$ cat config.mk
export PLATFORM = sky130hd
export DESIGN_NAME = instr_sequencer
export DESIGN_NICKNAME = d
export VERILOG_FILES = /design/src/rtl/instr_sequencer.sv
export SDC_FILE = /design/constraint.sdc
export NUM_CORES = 1
export LEC_CHECK = 0
export CELL_PAD_IN_SITES_DETAIL_PLACEMENT = 0
export CELL_PAD_IN_SITES_GLOBAL_PLACEMENT = 1
export CORE_MARGIN = 5
export CORE_UTILIZATION = 40
export CTS_CLUSTER_DIAMETER = 50
export DETAILED_ROUTE_END_ITERATION = 6
export PLACE_DENSITY_LB_ADDON = 0.1
export SYNTH_ARGS = -nofsm -noshare
export SYNTH_HDL_FRONTEND = slang
export SYNTH_SLANG_ARGS = --single-unit
export TNS_END_PERCENT = 10
$ cat constraint.sdc
create_clock -name clk -period 3 [get_ports clk]
set_input_delay 0.6 -clock clk [delete_from_list [all_inputs] [get_ports clk]]
set_output_delay 0.6 -clock clk [all_outputs]
set_load 0.005 [all_outputs]
$ cat src/rtl/instr_sequencer.sv
// Drives a multi-cycle CPU through a stored instruction program: load, start,
// wait for completion, capture the result, repeat. A watchdog aborts stalled runs.
module instr_sequencer #(
    parameter int DEPTH   = 16,
    parameter int AW      = 4,
    parameter int TIMEOUT = 255
) (
    input  logic          clk,
    input  logic          reset,
    input  logic          wr_en,
    input  logic [AW-1:0] wr_addr,
    input  logic [15:0]   wr_data,
    input  logic          go,
    input  logic [AW:0]   num_instr,
    output logic [15:0]   cpu_in,
    output logic          cpu_load,
    output logic          cpu_s,
    input  logic          cpu_w,
    input  logic [15:0]   cpu_out,
    input  logic          cpu_N,
    input  logic          cpu_V,
    input  logic          cpu_Z,
    output logic          busy,
    output logic [15:0]   result,
    output logic [2:0]    flags,
    output logic          result_valid,
    output logic          done,
    output logic          timeout_err
);
    localparam int WDW = $clog2(TIMEOUT + 1) + 1;

    typedef enum logic [2:0] {
        IDLE, LOAD, START, WAIT_BUSY, WAIT_DONE, CAPTURE, FINISH
    } state_t;

    state_t          state, state_next;
    logic [15:0]     mem [DEPTH];
    logic [AW:0]     pc, count, count_go, pc_inc;
    logic [AW-1:0]   addr;
    logic [WDW-1:0]  wdog;
    logic [15:0]     cpu_in_q, result_q;
    logic [2:0]      flags_q;
    logic            waiting, expired, tmo;

    assign count_go = (num_instr > (AW+1)'(DEPTH)) ? (AW+1)'(DEPTH) : num_instr;
    assign pc_inc   = pc + (AW+1)'(1);
    // pc only addresses memory while pc < count <= DEPTH
    assign addr     = pc[AW-1:0];
    assign waiting  = (state == START) || (state == WAIT_BUSY) || (state == WAIT_DONE);
    assign expired  = waiting && (wdog == WDW'(TIMEOUT));

    always_comb begin
        state_next = state;
        tmo        = 1'b0;
        case (state)
            IDLE:      if (go) state_next = (count_go == '0) ? FINISH : LOAD;
            LOAD:      state_next = START;
            START: begin
                if (cpu_w)        state_next = WAIT_BUSY;
                else if (expired) tmo = 1'b1;
            end
            WAIT_BUSY: begin
                if (!cpu_w)       state_next = WAIT_DONE;
                else if (expired) tmo = 1'b1;
            end
            WAIT_DONE: begin
                if (cpu_w)        state_next = CAPTURE;
                else if (expired) tmo = 1'b1;
            end
            CAPTURE:   state_next = (pc_inc == count) ? FINISH : LOAD;
            FINISH:    state_next = IDLE;
            default:   state_next = IDLE;
        endcase
        if (tmo) state_next = IDLE;
    end

    // Outputs are visible in the same cycle as their state; the registers hold them afterwards
    always_comb begin
        busy         = (state != IDLE);
        cpu_load     = (state == LOAD);
        cpu_s        = (state == START) && cpu_w;
        result_valid = (state == CAPTURE);
        done         = (state == FINISH) || tmo;
        cpu_in       = (state == LOAD)    ? mem[addr] : cpu_in_q;
        result       = (state == CAPTURE) ? cpu_out   : result_q;
        flags        = (state == CAPTURE) ? {cpu_N, cpu_V, cpu_Z} : flags_q;
    end

    always_ff @(posedge clk) begin
        if (!reset) begin
            state       <= IDLE;
            pc          <= '0;
            count       <= '0;
            wdog        <= '0;
            cpu_in_q    <= '0;
            result_q    <= '0;
            flags_q     <= 3'b000;
            timeout_err <= 1'b0;
        end else begin
            state <= state_next;
            if (state == IDLE && go) begin
                pc          <= '0;
                count       <= count_go;
                timeout_err <= 1'b0;
            end
            if (tmo) timeout_err <= 1'b1;
            if (state == LOAD) cpu_in_q <= mem[addr];
            if (state == CAPTURE) begin
                result_q <= cpu_out;
                flags_q  <= {cpu_N, cpu_V, cpu_Z};
                pc       <= pc_inc;
            end
            if (state_next != state) wdog <= '0;
            else if (waiting)        wdog <= wdog + WDW'(1);
        end
    end

    // Program memory survives reset
    always_ff @(posedge clk) begin
        if (reset && state == IDLE && wr_en) mem[wr_addr] <= wr_data;
    end

endmodule
==> summary.md <==
| Metric | Value |
|---|---|
| Sequential share of the synthesized area | a little under three quarters |
| Buffers on Ports | 89 |
| CP Class | reg -> out |
| Leading cell type in the layout, fill and taps excluded | edfxtp_1 |
| CTS buffer count | 39 |
| Clock skew | between 0.02 and 0.025 ns |
| Die Span Y | 187 um |
| Top Family by Delay on Critical Path | multiplexers |
| Via Count | roughly 7200 |
| Util after Layout | 50.8% |
| Cts hold-fix bufs | 0 |
| Mapped Cells | roughly 770 |
| Top Metal Used | met4 |
| Hold endpoint | timeout_err |
| Initial DRC Count | 404 |
| Chip Width | ~190 um |
| Crit path launch type | flop |
| Register bit total from synthesis | between 300 and 400 |
| Crit Path Max Fanout | 4 |
| Initial Util | 40.2% |
| Syn Nets | around 830 |
| Fin nets | about 980 |
| VDD IR-drop max | roughly 0.41 mV |
| Core area | 0.0313 mm2 |
| Status | complete, no violations |
| Gpl congestion | around 0.75 |
| Largest net degree at the start of global routing | a little over 40 |
| Initial antenna violation count | 0 |
| Finish-stage setup viols | 0 |
| Area of the die | ~0.035 mm2 |
| Met1 Routed Length | approximately 14 mm |
| Number of vias per cell | 5.32 |
| Distinct cells, synth | between 40 and 50 |
| Final hold vios | 0 |
| Top FF cell, synth | edfxtp_1 |
| Drt first pass iters | 4 |
| Reg2Reg Setup Slack | approximately 0.71 ns |
| Row Count | 65 |
| CTS clk-pin slew, worst paths | ~0.060 ns |
| Max-cap viol count | 0 |
| Hold Path Stages | 2 |
| GRT Resource Usage Total | ~18% |
| Static leakage | about 5.4 nW |
| CP max-delay cell | mux4_2 |
| Slew @ Worst Pin | roughly 0.85 ns |
| Commonest non-fill, non-tap cells in the layout | edfxtp_1 (256), nand2_1 (111), clkdlybuf4s50_1 (72) |
| FF-to-FF End | mem[0][3] |
| Crit-path max cell delay | 0.50 ns |
| Detailed Place HPWL | 18.5 mm |
| Crit end category | primary output |
| Final Instance Area | ~0.016 mm2 |
| Min-delay src | timeout_err |
| FF-to-FF Start | state[1] |
| Worst skew pair latency | around 0.52 ns |
| Slew HR | a little over two fifths |
| Total power | 9.61 mW |
| Dpl cell area | around 0.014 mm2 |
| Antenna diodes | 0 |
| Number of nets with antenna violations after routing | 0 |
| Worst R2R Path Depth | 6 |
| Io pins | 90 |
| Mapped Area | 0.0126 mm2 |
| Final worst path period share | between 90% and 100% |
| Hold WC Path Type | reg -> reg |
| PD cells | between 600 and 700 mW/mm2 |
| Period minus WS final | slightly below 3 ns |
| RSZ-0062 raised after global routing | yes |
| Global-route wire length before repair | ~47 mm |
| P&R area growth vs syn | 26.5% |
| Synth Area per Inst | about 16 um2 |
| Max Freq | roughly 340 MHz |
| Req. time, crit path | roughly 2.4 ns |
| Buf/Inv on CP | 3 |
| Post-synth EDFFs | 256 |
| Max Slew Vio Count | 0 |
| Async set-reset flop share out of synthesis | 0% |
| Critical-path cell list | buf_8, buf_6, mux4_2, mux2_2, nand2_2, nand3_2, clkdlybuf4s15_2 |
| Root Driver | clkbuf_16 |
| Wire length on met2 | roughly 16 mm |
| Wire per inst | 23.1 um |
| Clk buf depth | 3 |
| YS warnings | 0 |
| Grt ovf | 0 |
| CTS tree | done |
| H-tree lvl count | 2 |
| Wire length on met3 | between 1.5 and 2 mm |
| Share of layout cells above drive strength 1 | 29.9% |
| DRC Markers | 0 |
| Arrival time at the worst endpoint | 2.38 ns |
| CTS Sinks | 318 |
| Detailed Route WL | approximately 31 mm |
| Worst hold slack | about 0.47 ns |
| Vias in the first global route | about 7600 |
-- registers in the layout, summed over array words and instances (netlist names), named ones only --
name         count
count            5
cpu_in_q        16
flags_q          3
mem            256
pc               5
result_q        16
state            3
timeout_err      1
wdog             9
-- worst register-to-register path, cell delays in order (launching register included) --
cell and delay [ns]:
dfxtp_1 0.31, buf_4 0.19, nor3_1 0.30, nand3_1 0.27, or3_1 0.49, nor3_2 0.18, buf_4 0.26
-- per-layer routing --
metal  GRT usage (%)  up-vias
li1                -     3294
met4            3.98        0
met3            3.49       35
met5               0        -
met1            24.0     3718
met2            29.9      188
-- per-stage QoR --
step / std cells / setup TNS [ns] / setup slack (ns)
5_1_grt: 1360 / -0.378 / -0.0651
6_report: 1360 / 0 / 0.0229
3_5_place_dp: 1275 / 0 / 0.119
2_1_floorplan: 774 / 0 / 0.186
4_1_cts: 1356 / -0.370 / -0.0686
3_3_place_gp: 1275 / 0 / 0.0947
-- Yosys cell counts, types with 2 or more instances --
master,count,area [um2]
a211o_1,2,17.5
a211oi_1,2,15.0
a21boi_0,2,15.0
a21oi_1,13,65.1
a31oi_1,17,106
and2_1,20,125
and3_1,3,18.8
buf_1,9,33.8
buf_2,6,30.0
buf_4,7,52.6
buf_6,2,22.5
clkbuf_1,10,37.5
dfxtp_1,62,1240
edfxtp_1,256,7690
ha_1,3,37.5
inv_1,7,26.3
mux2_2,33,372
mux4_2,64,1440
nand2_1,125,469
nand2b_1,5,31.3
nand3_1,25,125
nand4_1,3,18.8
nor2_1,38,143
nor2b_1,7,43.8
nor3_1,8,40.0
nor3b_1,5,37.5
o211a_1,2,20.0
o21a_1,2,15.0
o21ai_0,7,35.0
xnor2_1,6,52.6
xor2_1,6,52.6
-- where the power goes --
part           total, mW  switching [mW]  internal (mW)  leakage, nW
combinational      0.459           0.272          0.186         2.01
clock               4.32            1.76           2.56        0.602
sequential          4.83          0.0181           4.81         2.81
-- how the worst max path moves through the flow --
stage | cells after the start | slack, ns | to | from
final | 7 | 0.02 | cpu_in[11] | flop
after global routing | 8 | -0.07 | cpu_in[2] | flop
after floorplan | 5 | 0.19 | mem[0][0] | state[2]
after detailed placement | 6 | 0.12 | cpu_in[5] | flop
after CTS | 7 | -0.07 | cpu_in[14] | flop
after global placement | 6 | 0.09 | cpu_in[5] | flop
-- cell type report --
cell class / count / area [um2]
clock inverters: 23 / 174
clock buffers: 47 / 1040
multi-input cells: 413 / 3610
inverters: 8 / 33.8
well taps: 402 / 503
repair inverters: 1 / 7.51
fillers: 2559 / 15400
flip-flops and latches: 318 / 8930
repair buffers: 148 / 1610
-- logic make-up after synthesis --
kind of cell               synth area share [%]
muxes                                      14.4
DFF                                        71.0
buffers and inverters                      1.68
adders and majority gates                 0.298
xor gates and xnor gates                  0.835
and+or+nand+nor                            8.98
AOI/OAI and AO/OA                          2.81
-- what timing repair did --
action	CTS	global route
resized for setup	80	31
buffers inserted	7	3
pin swaps	5	3
endpoints found under the setup margin	36	34
gates cloned	4	1
No activity file was read; power rests on OpenSTA's default activity.
